===== config.mk =====
export PLATFORM = sky130hd
export DESIGN_NAME = fm_sb_mon_flat
export DESIGN_NICKNAME = d
export VERILOG_FILES = /design/src/rtl/fm_sb_pkg.sv /design/src/rtl/fm_sb_mon_if.sv /design/src/rtl/fm_sb_sticky_word.sv /design/src/rtl/fm_sb_mon.sv /design/src/flat_wrapper.sv
export SDC_FILE = /design/constraint.sdc
export NUM_CORES = 1
export LEC_CHECK = 0
export CORE_AREA = 2 2 424 426
export CTS_CLUSTER_SIZE = 8
export DETAILED_ROUTE_END_ITERATION = 12
export DIE_AREA = 0 0 426 428
export GPL_TIMING_DRIVEN = 1
export PLACE_DENSITY = 0.49
export SLEW_MARGIN = 20
export SYNTH_ARGS = -nofsm -noshare
export SYNTH_HDL_FRONTEND = slang
export SYNTH_SLANG_ARGS = --single-unit
export TNS_END_PERCENT = 50

===== constraint.sdc =====
create_clock -name axi_clk -period 42.5 [get_ports axi_clk]
set_input_delay 10.625 -clock axi_clk [delete_from_list [all_inputs] [get_ports axi_clk]]
set_output_delay 10.625 -clock axi_clk [all_outputs]
set_load 0.03 [all_outputs]

===== src/rtl/fm_sb_pkg.sv =====
// Shared types and defaults for the spy-buffer monitor slice: freeze FSM states,
// word-count constants and the clear-select width helper.
package fm_sb_pkg;
  localparam int SB_N_DEF       = 128;
  localparam int AXI_DW_DEF     = 32;
  localparam int SB_WORDS       = SB_N_DEF / AXI_DW_DEF;
  localparam int FREEZE_TMO_DEF = 4096;

  typedef enum logic [1:0] {
    FM_IDLE     = 2'd0,
    FM_FREEZING = 2'd1,
    FM_FROZEN   = 2'd2,
    FM_TIMEOUT  = 2'd3
  } freeze_state_e;

  // A single clear-word still needs a one-bit select port.
  function automatic int sel_w(input int words);
    return (words > 1) ? $clog2(words) : 1;
  endfunction
endpackage


===== src/rtl/fm_sb_mon_if.sv =====
// SB array status wires and FM_MON register fields seen by the monitor.
// master = SB array / register side, slave = the monitor itself.
interface fm_sb_mon_if
  import fm_sb_pkg::*;
#(
  parameter int SB_N   = SB_WORDS * AXI_DW_DEF,
  parameter int AXI_DW = AXI_DW_DEF,
  parameter int TMO_W  = 16
);
  localparam int SEL_W = sel_w(SB_N / AXI_DW);

  logic [SB_N-1:0]   freeze_req;
  logic              init_spy_mem;
  logic [SB_N-1:0]   sb_frozen;
  logic [SB_N-1:0]   sb_init_done;
  logic [SB_N-1:0]   sb_overflow;
  logic [SB_N-1:0]   sb_pb_done;
  logic              clr_stb;
  logic [SEL_W-1:0]  clr_sel;
  logic [AXI_DW-1:0] clr_mask;

  logic [1:0]        freeze_state;
  logic [TMO_W-1:0]  freeze_latency;
  logic [SB_N-1:0]   freeze_missing;
  logic              init_busy;
  logic              init_done;
  logic [SB_N-1:0]   ovf_sticky;
  logic [SB_N-1:0]   pb_done_sticky;
  logic [15:0]       ovf_count;

  modport master (
    output freeze_req, init_spy_mem, sb_frozen, sb_init_done, sb_overflow,
           sb_pb_done, clr_stb, clr_sel, clr_mask,
    input  freeze_state, freeze_latency, freeze_missing, init_busy, init_done,
           ovf_sticky, pb_done_sticky, ovf_count
  );

  modport slave (
    input  freeze_req, init_spy_mem, sb_frozen, sb_init_done, sb_overflow,
           sb_pb_done, clr_stb, clr_sel, clr_mask,
    output freeze_state, freeze_latency, freeze_missing, init_busy, init_done,
           ovf_sticky, pb_done_sticky, ovf_count
  );
endinterface


===== src/rtl/fm_sb_sticky_word.sv =====
// One register word of sticky event bits; a set in the same cycle as a masked
// clear keeps the bit set so no event is lost.
module fm_sb_sticky_word #(
  parameter int W = 32
)(
  input  logic         clk,
  input  logic         rst_n,
  input  logic [W-1:0] set_vec,
  input  logic         clr,
  input  logic [W-1:0] mask,
  output logic [W-1:0] q
);
  always_ff @(posedge clk or negedge rst_n) begin
    if (!rst_n) q <= '0;
    else        q <= (clr ? (q & ~mask) : q) | set_vec;
  end
endmodule


===== src/rtl/fm_sb_mon.sv =====
// Return-path monitor for the spy-buffer array: freeze handshake FSM with
// timeout/latency, init-memory tracker, sticky overflow/playback bits, overflow count.
module fm_sb_mon
  import fm_sb_pkg::*;
#(
  parameter int SB_N       = SB_WORDS * AXI_DW_DEF,
  parameter int AXI_DW     = AXI_DW_DEF,
  parameter int TMO_W      = 16,
  parameter int FREEZE_TMO = FREEZE_TMO_DEF
)(
  input logic        axi_clk,
  input logic        axi_reset_n,
  fm_sb_mon_if.slave sb
);
  localparam int WORDS = SB_N / AXI_DW;
  localparam int SEL_W = sel_w(WORDS);
  localparam logic [TMO_W-1:0] TMO_LAST = TMO_W'(FREEZE_TMO - 1);

  function automatic logic [15:0] sat_inc16(input logic [15:0] v);
    return (v == 16'hFFFF) ? v : v + 16'd1;
  endfunction

  logic [1:0] rst_sync;
  logic       rst_n;

  always_ff @(posedge axi_clk or negedge axi_reset_n) begin
    if (!axi_reset_n) rst_sync <= '0;
    else              rst_sync <= {rst_sync[0], 1'b1};
  end
  assign rst_n = rst_sync[1];

  // Stage p0: every input registered once
  logic [SB_N-1:0]   req_p0, frozen_p0, init_done_p0, ovf_p0, pb_p0;
  logic              init_p0, init_p1, clr_stb_p0;
  logic [SEL_W-1:0]  clr_sel_p0;
  logic [AXI_DW-1:0] clr_mask_p0;

  always_ff @(posedge axi_clk or negedge rst_n) begin
    if (!rst_n) begin
      req_p0       <= '0;
      frozen_p0    <= '0;
      init_done_p0 <= '0;
      ovf_p0       <= '0;
      pb_p0        <= '0;
      init_p0      <= 1'b0;
      init_p1      <= 1'b0;
      clr_stb_p0   <= 1'b0;
      clr_sel_p0   <= '0;
      clr_mask_p0  <= '0;
    end else begin
      req_p0       <= sb.freeze_req;
      frozen_p0    <= sb.sb_frozen;
      init_done_p0 <= sb.sb_init_done;
      ovf_p0       <= sb.sb_overflow;
      pb_p0        <= sb.sb_pb_done;
      init_p0      <= sb.init_spy_mem;
      init_p1      <= init_p0;
      clr_stb_p0   <= sb.clr_stb;
      clr_sel_p0   <= sb.clr_sel;
      clr_mask_p0  <= sb.clr_mask;
    end
  end

  // Stage p1: status registers driving the monitor fields
  freeze_state_e    state_q, state_d;
  logic [TMO_W-1:0] cnt_q, cnt_d, lat_q, lat_d;
  logic [SB_N-1:0]  miss_q, miss_d;
  logic             all_acked;

  assign all_acked = (frozen_p0 & req_p0) == req_p0;

  always_ff @(posedge axi_clk or negedge rst_n) begin
    if (!rst_n) begin
      state_q <= FM_IDLE;
      cnt_q   <= '0;
      lat_q   <= '0;
      miss_q  <= '0;
    end else begin
      state_q <= state_d;
      cnt_q   <= cnt_d;
      lat_q   <= lat_d;
      miss_q  <= miss_d;
    end
  end

  always_comb begin
    state_d = state_q;
    cnt_d   = cnt_q;
    lat_d   = lat_q;
    miss_d  = miss_q;
    if (req_p0 == '0) begin
      state_d = FM_IDLE;
    end else begin
      case (state_q)
        FM_IDLE: begin
          state_d = FM_FREEZING;
          cnt_d   = '0;
          miss_d  = '0;
        end
        FM_FREEZING: begin
          cnt_d = cnt_q + TMO_W'(1);
          if (all_acked) begin
            state_d = FM_FROZEN;
            lat_d   = cnt_q;
          end else if (cnt_q == TMO_LAST) begin
            state_d = FM_TIMEOUT;
            miss_d  = req_p0 & ~frozen_p0;
            lat_d   = '1;
          end
        end
        // A lost ack resumes counting where the last freeze finished.
        FM_FROZEN: begin
          if (!all_acked) begin
            state_d = FM_FREEZING;
            cnt_d   = lat_q;
          end
        end
        FM_TIMEOUT: begin
          if (all_acked) state_d = FM_FROZEN;
        end
        default: state_d = FM_IDLE;
      endcase
    end
  end

  logic busy_q, done_q, init_rise, done_clr;

  assign init_rise = init_p0 & ~init_p1;
  // init_done shares the clear bit with ovf_sticky[AXI_DW-1] of word 0.
  assign done_clr  = clr_stb_p0 && (clr_sel_p0 == '0) && clr_mask_p0[AXI_DW-1];

  always_ff @(posedge axi_clk or negedge rst_n) begin
    if (!rst_n) begin
      busy_q <= 1'b0;
      done_q <= 1'b0;
    end else begin
      if (done_clr) done_q <= 1'b0;
      if (busy_q) begin
        if (&init_done_p0) begin
          busy_q <= 1'b0;
          done_q <= 1'b1;
        end
      end else if (init_rise) begin
        busy_q <= 1'b1;
        done_q <= 1'b0;
      end
    end
  end

  logic [SB_N-1:0] ovf_q, pb_q;

  for (genvar w = 0; w < WORDS; w++) begin : g_word
    logic clr_w;
    assign clr_w = clr_stb_p0 && (clr_sel_p0 == SEL_W'(w));

    fm_sb_sticky_word #(.W(AXI_DW)) u_ovf (
      .clk(axi_clk), .rst_n(rst_n), .set_vec(ovf_p0[w*AXI_DW +: AXI_DW]),
      .clr(clr_w), .mask(clr_mask_p0), .q(ovf_q[w*AXI_DW +: AXI_DW])
    );
    fm_sb_sticky_word #(.W(AXI_DW)) u_pb (
      .clk(axi_clk), .rst_n(rst_n), .set_vec(pb_p0[w*AXI_DW +: AXI_DW]),
      .clr(clr_w), .mask(clr_mask_p0), .q(pb_q[w*AXI_DW +: AXI_DW])
    );
  end

  logic [15:0] ovf_cnt_q;
  logic        ovf_any, full_clr;

  assign ovf_any  = |ovf_p0;
  assign full_clr = clr_stb_p0 && (&clr_mask_p0);

  always_ff @(posedge axi_clk or negedge rst_n) begin
    if (!rst_n)       ovf_cnt_q <= '0;
    else if (full_clr) ovf_cnt_q <= ovf_any ? 16'd1 : 16'd0;
    else if (ovf_any) ovf_cnt_q <= sat_inc16(ovf_cnt_q);
  end

  assign sb.freeze_state   = state_q;
  assign sb.freeze_latency = lat_q;
  assign sb.freeze_missing = miss_q;
  assign sb.init_busy      = busy_q;
  assign sb.init_done      = done_q;
  assign sb.ovf_sticky     = ovf_q;
  assign sb.pb_done_sticky = pb_q;
  assign sb.ovf_count      = ovf_cnt_q;
endmodule


===== src/flat_wrapper.sv =====
// flat-port wrapper written by rule: the top's interface ports become plain ports
module fm_sb_mon_flat import fm_sb_pkg::*;
#(
  parameter int SB_N       = SB_WORDS * AXI_DW_DEF,
  parameter int AXI_DW     = AXI_DW_DEF,
  parameter int TMO_W      = 16,
  parameter int FREEZE_TMO = FREEZE_TMO_DEF
)
  (axi_clk, axi_reset_n, sb_freeze_req, sb_init_spy_mem, sb_sb_frozen, sb_sb_init_done, sb_sb_overflow, sb_sb_pb_done, sb_clr_stb, sb_clr_sel, sb_clr_mask, sb_freeze_state, sb_freeze_latency, sb_freeze_missing, sb_init_busy, sb_init_done, sb_ovf_sticky, sb_pb_done_sticky, sb_ovf_count);
  fm_sb_mon_if #(.SB_N(SB_N), .AXI_DW(AXI_DW), .TMO_W(TMO_W)) sb_i ();
  input logic axi_clk;
  input logic axi_reset_n;
  input wire logic [$bits(sb_i.freeze_req)-1:0] sb_freeze_req;
  input wire logic [$bits(sb_i.init_spy_mem)-1:0] sb_init_spy_mem;
  input wire logic [$bits(sb_i.sb_frozen)-1:0] sb_sb_frozen;
  input wire logic [$bits(sb_i.sb_init_done)-1:0] sb_sb_init_done;
  input wire logic [$bits(sb_i.sb_overflow)-1:0] sb_sb_overflow;
  input wire logic [$bits(sb_i.sb_pb_done)-1:0] sb_sb_pb_done;
  input wire logic [$bits(sb_i.clr_stb)-1:0] sb_clr_stb;
  input wire logic [$bits(sb_i.clr_sel)-1:0] sb_clr_sel;
  input wire logic [$bits(sb_i.clr_mask)-1:0] sb_clr_mask;
  output wire logic [$bits(sb_i.freeze_state)-1:0] sb_freeze_state;
  output wire logic [$bits(sb_i.freeze_latency)-1:0] sb_freeze_latency;
  output wire logic [$bits(sb_i.freeze_missing)-1:0] sb_freeze_missing;
  output wire logic [$bits(sb_i.init_busy)-1:0] sb_init_busy;
  output wire logic [$bits(sb_i.init_done)-1:0] sb_init_done;
  output wire logic [$bits(sb_i.ovf_sticky)-1:0] sb_ovf_sticky;
  output wire logic [$bits(sb_i.pb_done_sticky)-1:0] sb_pb_done_sticky;
  output wire logic [$bits(sb_i.ovf_count)-1:0] sb_ovf_count;
  assign sb_i.freeze_req = sb_freeze_req;
  assign sb_i.init_spy_mem = sb_init_spy_mem;
  assign sb_i.sb_frozen = sb_sb_frozen;
  assign sb_i.sb_init_done = sb_sb_init_done;
  assign sb_i.sb_overflow = sb_sb_overflow;
  assign sb_i.sb_pb_done = sb_sb_pb_done;
  assign sb_i.clr_stb = sb_clr_stb;
  assign sb_i.clr_sel = sb_clr_sel;
  assign sb_i.clr_mask = sb_clr_mask;
  assign sb_freeze_state = sb_i.freeze_state;
  assign sb_freeze_latency = sb_i.freeze_latency;
  assign sb_freeze_missing = sb_i.freeze_missing;
  assign sb_init_busy = sb_i.init_busy;
  assign sb_init_done = sb_i.init_done;
  assign sb_ovf_sticky = sb_i.ovf_sticky;
  assign sb_pb_done_sticky = sb_i.pb_done_sticky;
  assign sb_ovf_count = sb_i.ovf_count;
  fm_sb_mon #(.SB_N(SB_N), .AXI_DW(AXI_DW), .TMO_W(TMO_W), .FREEZE_TMO(FREEZE_TMO)) u_core (.axi_clk(axi_clk), .axi_reset_n(axi_reset_n), .sb(sb_i));
endmodule

[Word-level counts from Yosys, hierarchy flattened]
Index checks and enable logic that the tools add are counted.
Operators by class
  add/subtract/negate cells: 2
  bitwise operators: 23
  eq/ne operators: 16
  muxes and demuxes: 32
  reduce and logical (&&, ||, !) cells: 21
Operator list (count)
  $and A128 B128 Y128: 2
  $and A32 B32 Y32: 8
  $mux W128: 2
  $mux W32: 8
  $or A32 B32 Y32: 8
  $pmux W128 S2: 1
  $eq A128 B128 Y1: 1
  $logic_not A128 Y1: 1
  $not A128 Y128: 1
  $reduce_and A128 Y1: 1
  $reduce_or A128 Y1: 1
  $mux W16: 6
  $pmux W16 S3: 1
  $add A16 B1 Y16 const B: 2
  $not A32 Y32: 1
  $reduce_and A32 Y1: 1
  $eq A16 B12 Y1 const B: 1
  $eq A16 B16 Y1 const B: 1
  $mux W2: 5
  $reduce_and A3 Y1: 3
  $eq A2 B2 Y1 const B: 4
  $mux W1: 8
  $pmux W2 S4: 1
  $logic_and A1 B1 Y1: 6
  13 further kinds: 20
Storage, ports and cells
  register bits: 1115
  output and inout port bits: 420
  word-level logic and storage cells: 120
  input port bits: 678

[Depth between registers and ports, before layout]
  word-level depth: 6
  depth in mapped cells: 9
  mapped depth without buffers: 7

[Modules after synthesis]
Synthesis repeated with hierarchy kept, for this count alone.
Second synthesis, totals
  cell total of the unflattened synthesis: 2508
  area total of the unflattened synthesis: 35957.0 um^2
Modules (own cells, without submodules)
  fm_sb_mon: area each 26397.8 um^2, cells an instance 1716, instances 1, seq. area each 21495.6 um^2
  fm_sb_sticky_word: area each 1194.9 um^2, cells an instance 99, instances 8, seq. area each 800.8 um^2

[Worst setup path before layout]
Ideal clock, no wire load.
  path kind: register to output
  from: register u_core.ovf_cnt_q[3], in the netlist u_core.sb.ovf_count[3]
  to: output port sb_ovf_count[3]
  cell stages (with the launch flop): 1
  required time: 31.875 ns
  buffers on the path: 0
  data arrival time: 0.542 ns
  setup slack: 31.333 ns
  cell sequence: dfrtp_1
RTL lines
  from (decl): line fm_sb_mon.sv:166  | logic [15:0] ovf_cnt_q;
  from (signal assigned): line fm_sb_mon.sv:174  | else if (full_clr) ovf_cnt_q <= ovf_any ? 16'd1 : 16'd0;
  from (signal assigned): line fm_sb_mon.sv:175  | else if (ovf_any) ovf_cnt_q <= sat_inc16(ovf_cnt_q);
  to (decl): line flat_wrapper.sv:29  | output wire logic [$bits(sb_i.ovf_count)-1:0] sb_ovf_count;
No word-level cell between the ends.

[Final worst setup path]
  from: register u_core.g_word[0].u_pb.q[7]
  to: output port sb_pb_done_sticky[7]
RTL lines
  from (decl): line fm_sb_sticky_word.sv:11  | output logic [W-1:0] q
  from (signal assigned): line fm_sb_sticky_word.sv:15  | else q <= (clr ? (q & ~mask) : q) | set_vec;
  to (decl): line flat_wrapper.sv:28  | output wire logic [$bits(sb_i.pb_done_sticky)-1:0] sb_pb_done_sticky;
No word-level cell between the ends.

==> impl_metrics.tcl <==
set metrics [dict create \
    outcome "finished, final reports clean" \
    cts-resized-gates 0 \
    rr_endpoint "u_core.req_p0[86]" \
    post-route-period-util_pct 30.1 \
    irDropWorstVdd_uv 29.4 \
    route.met3.wl_mm 12.7 \
    rr_worst_depth 6 \
    clk_pin_slew_worst_paths_ns 0.05 \
    cts_buffers 160 \
    synthesis.area_um2 36400 \
    slew_headroom_pct 22.8 \
    setup_viol 0 \
    crit_path_end_kind "output port" \
    htreeDepth 4 \
    r2r_start "u_core.rst_sync[1]" \
    num_rows 155 \
    wl_met2_mm 90.1 \
    worstMarginPinSlew_ns 1.16 \
    hold_violations 0 \
    powerDensity_nw_per_um2 45.9 \
    cpLargestDelayFamily "buffers and inverters" \
    io_pins 1098 \
    reg2reg_slack_ns 37.11 \
    gp_congestion 0.852 \
    wl_mm 165 \
    dr.pass1.iters 5 \
    synth_warnings 0 \
    yosysMostFrequentCell "dfrtp_1" \
    via_per_inst 4.14 \
    fp.coreArea_um2 178000 \
    synth_common_cells "1,115 x dfrtp_1, 287 x nand2_1, 256 x a21o_1" \
    grt_pass1_vias 27632 \
    synthCells 2487 \
    cp_max_fo 2 \
    start_kind "flop" \
    layout_setup_ws_ns 29.73 \
    drc 0 \
    area.sequential_um2 27900 \
    multi_input_area_um2 8170 \
    final_nets 4398 \
    maxCapViolCount 0 \
    period_minus_slack_ns 12.77 \
    drv_slew 0 \
    ctsHoldBuffers 0 \
    synth_cell_types 44 \
    cp_num_buf_inv 1 \
    slowest_stage "clkdlybuf4s50_1" \
    setup_tns_ns 0 \
    die_width_um 426 \
    root_buffer "clkbuf_16" \
    wl_per_cell_um 27.1 \
    async_flop_share_pct 100 \
    clk_latency_ns 0.81 \
    grt.total_usage_pct 17.9 \
    drive_gt1_share_pct 6.42 \
    dieArea_um2 182000 \
    synth_area_per_cell_um2 14.6 \
    worstSetupPathType "reg -> out" \
    clockBufferDepth 3 \
    gr-total-overflow 0 \
    grt_max_degree 153 \
    cts_tree "done" \
    pre_cts_ws_ns 30.56 \
    highest_layer "met5" \
    post_cts_buffers 0 \
    synth_edf_count 0 \
    die_h_um 428 \
    antenna_found_initial 45 \
    synthTopCellsByArea "dfrtp_1 77%, a21o_1 5.3%, mux2i_1 3.5%" \
    hp-class "reg -> async" \
    crit_path_cell_trace "clkdlybuf4s50_1" \
    clock_skew_ns 0.0503 \
    cts_sinks 1115 \
    p_leak_uw 0.0227 \
    first_iter_violations 1593 \
    ys.flop_type "dfrtp_1" \
    rsz0062_at_grt "no" \
    cp_slowest_stage_delay_ns 0.78 \
    initial_core_util_pct 20.5 \
    numPortBuffers 1097 \
    grt_pass1_wl_mm 226 \
    drt-met1-wl_mm 58.1 \
    fill_cells 17900 \
    fmax_mhz 78.3 \
    syn_nets 3171 \
    yosysSeqAreaShare_pct 76.6 \
    ant_nets 0 \
    place_hpwl_mm 130 \
    yosys_register_bits 1115 \
    yosysTopAreaCell "dfrtp_1" \
    synth_top_area_share_pct 76.6 \
    cp.required_ns 31.87 \
    arrival_ns 2.15 \
    dr_total_vias 25293 \
    area_delta_synth_final_pct 50.8 \
]
## logic make-up after synthesis
kind of cell               after synthesis  share of synthesized area [%]
and+or+nand+nor                        688                           9.66
xor gates and xnor gates                20                          0.481
buffers and inverters                   80                           1.17
DFF                                   1115                           76.6
muxes                                  129                           3.54
AOI/OAI and AO/OA                      448                           8.33
other                                    1                         0.0103
adders and majority gates                6                          0.206
## report_power, final
group | switching [uW] | leakage (uW) | internal, uW
registers | 34.4 | 0.0126 | 1110
clock network | 482 | 0.00219 | 696
logic | 101 | 0.00792 | 95.9
## worst max path at each step
stage / start / endpoint / slack [ns] / depth (start not counted)
final: u_core.g_word[0].u_pb.q[7] / sb_pb_done_sticky[7] / 29.73 / 1
after global routing: u_core.g_word[0].u_pb.q[7] / sb_pb_done_sticky[7] / 29.68 / 1
after CTS: u_core.g_word[1].u_pb.q[27] / sb_pb_done_sticky[59] / 29.64 / 1
after detailed placement: u_core.g_word[0].u_ovf.q[27] / sb_ovf_sticky[27] / 30.56 / 1
after global placement: u_core.g_word[0].u_pb.q[7] / sb_pb_done_sticky[7] / 30.54 / 1
after floorplan: u_core.rst_sync[1] / u_core.clr_mask_p0[0] / 9.12 / 0
## placed cells by master (no fill, tap or decap), types with 16 or more instances in the layout
cell type	Yosys	final
dfrtp_1	1115	1114
clkdlybuf4s50_1	0	1097
nand2_1	287	287
a21o_1	256	256
clkbuf_16	0	162
mux2i_1	129	129
nor2b_1	128	127
o21ai_0	118	117
nor4_1	108	104
nand4_1	79	79
buf_4	3	34
nor2_1	33	31
o21ai_1	27	27
diode_2	0	19
xor2_1	17	17
o22a_1	16	16
## area by class of cell
type | count | share of cell area [%]
diodes | 19 | 0.0866
clock buffers | 169 | 7.48
clock inverters | 17 | 0.720
inverters | 9 | 0.0661
multi-input cells | 1292 | 14.9
flip-flops and latches | 1115 | 50.8
well taps | 2355 | 5.36
repair buffers | 1136 | 20.6
## metrics by stage
stage | total power, uW | cell area, um^2 | instances | utilization [%] | hold WS [ns]
after floorplan | 1220 | 36400 | 2487 | - | 0.331
after global placement | 1360 | 50300 | 5906 | 28.3 | 0.339
after detailed placement | 1360 | 50300 | 5906 | 28.3 | 0.341
after CTS | 2560 | 54900 | 6092 | 30.9 | 0.355
after global routing | 2620 | 54900 | 6107 | 30.9 | 0.333
final | 2520 | 54900 | 6112 | 30.9 | 0.292
## metal layers
| metal | track usage (%) | vias to the layer above |
|---|---|---|
| met5 | 0 | - |
| met4 | 6.18 | 10 |
| met3 | 6.14 | 217 |
| met2 | 33.3 | 984 |
| met1 | 18.5 | 12975 |
| li1 | - | 11107 |
## registers in the layout (all words and copies together), names as in the netlist, 16 cells and up
| register | cells |
|---|---|
| u_core.frozen_p0 | 128 |
| u_core.g_word.u_ovf.q | 128 |
| u_core.g_word.u_pb.q | 128 |
| u_core.init_done_p0 | 128 |
| u_core.ovf_p0 | 128 |
| u_core.pb_p0 | 128 |
| u_core.req_p0 | 128 |
| u_core.sb.freeze_missing | 128 |
| u_core.clr_mask_p0 | 32 |
| u_core.cnt_q | 16 |
| u_core.sb.freeze_latency | 16 |
| u_core.sb.ovf_count | 16 |
Note: power is estimated with default switching activity, not from simulation.
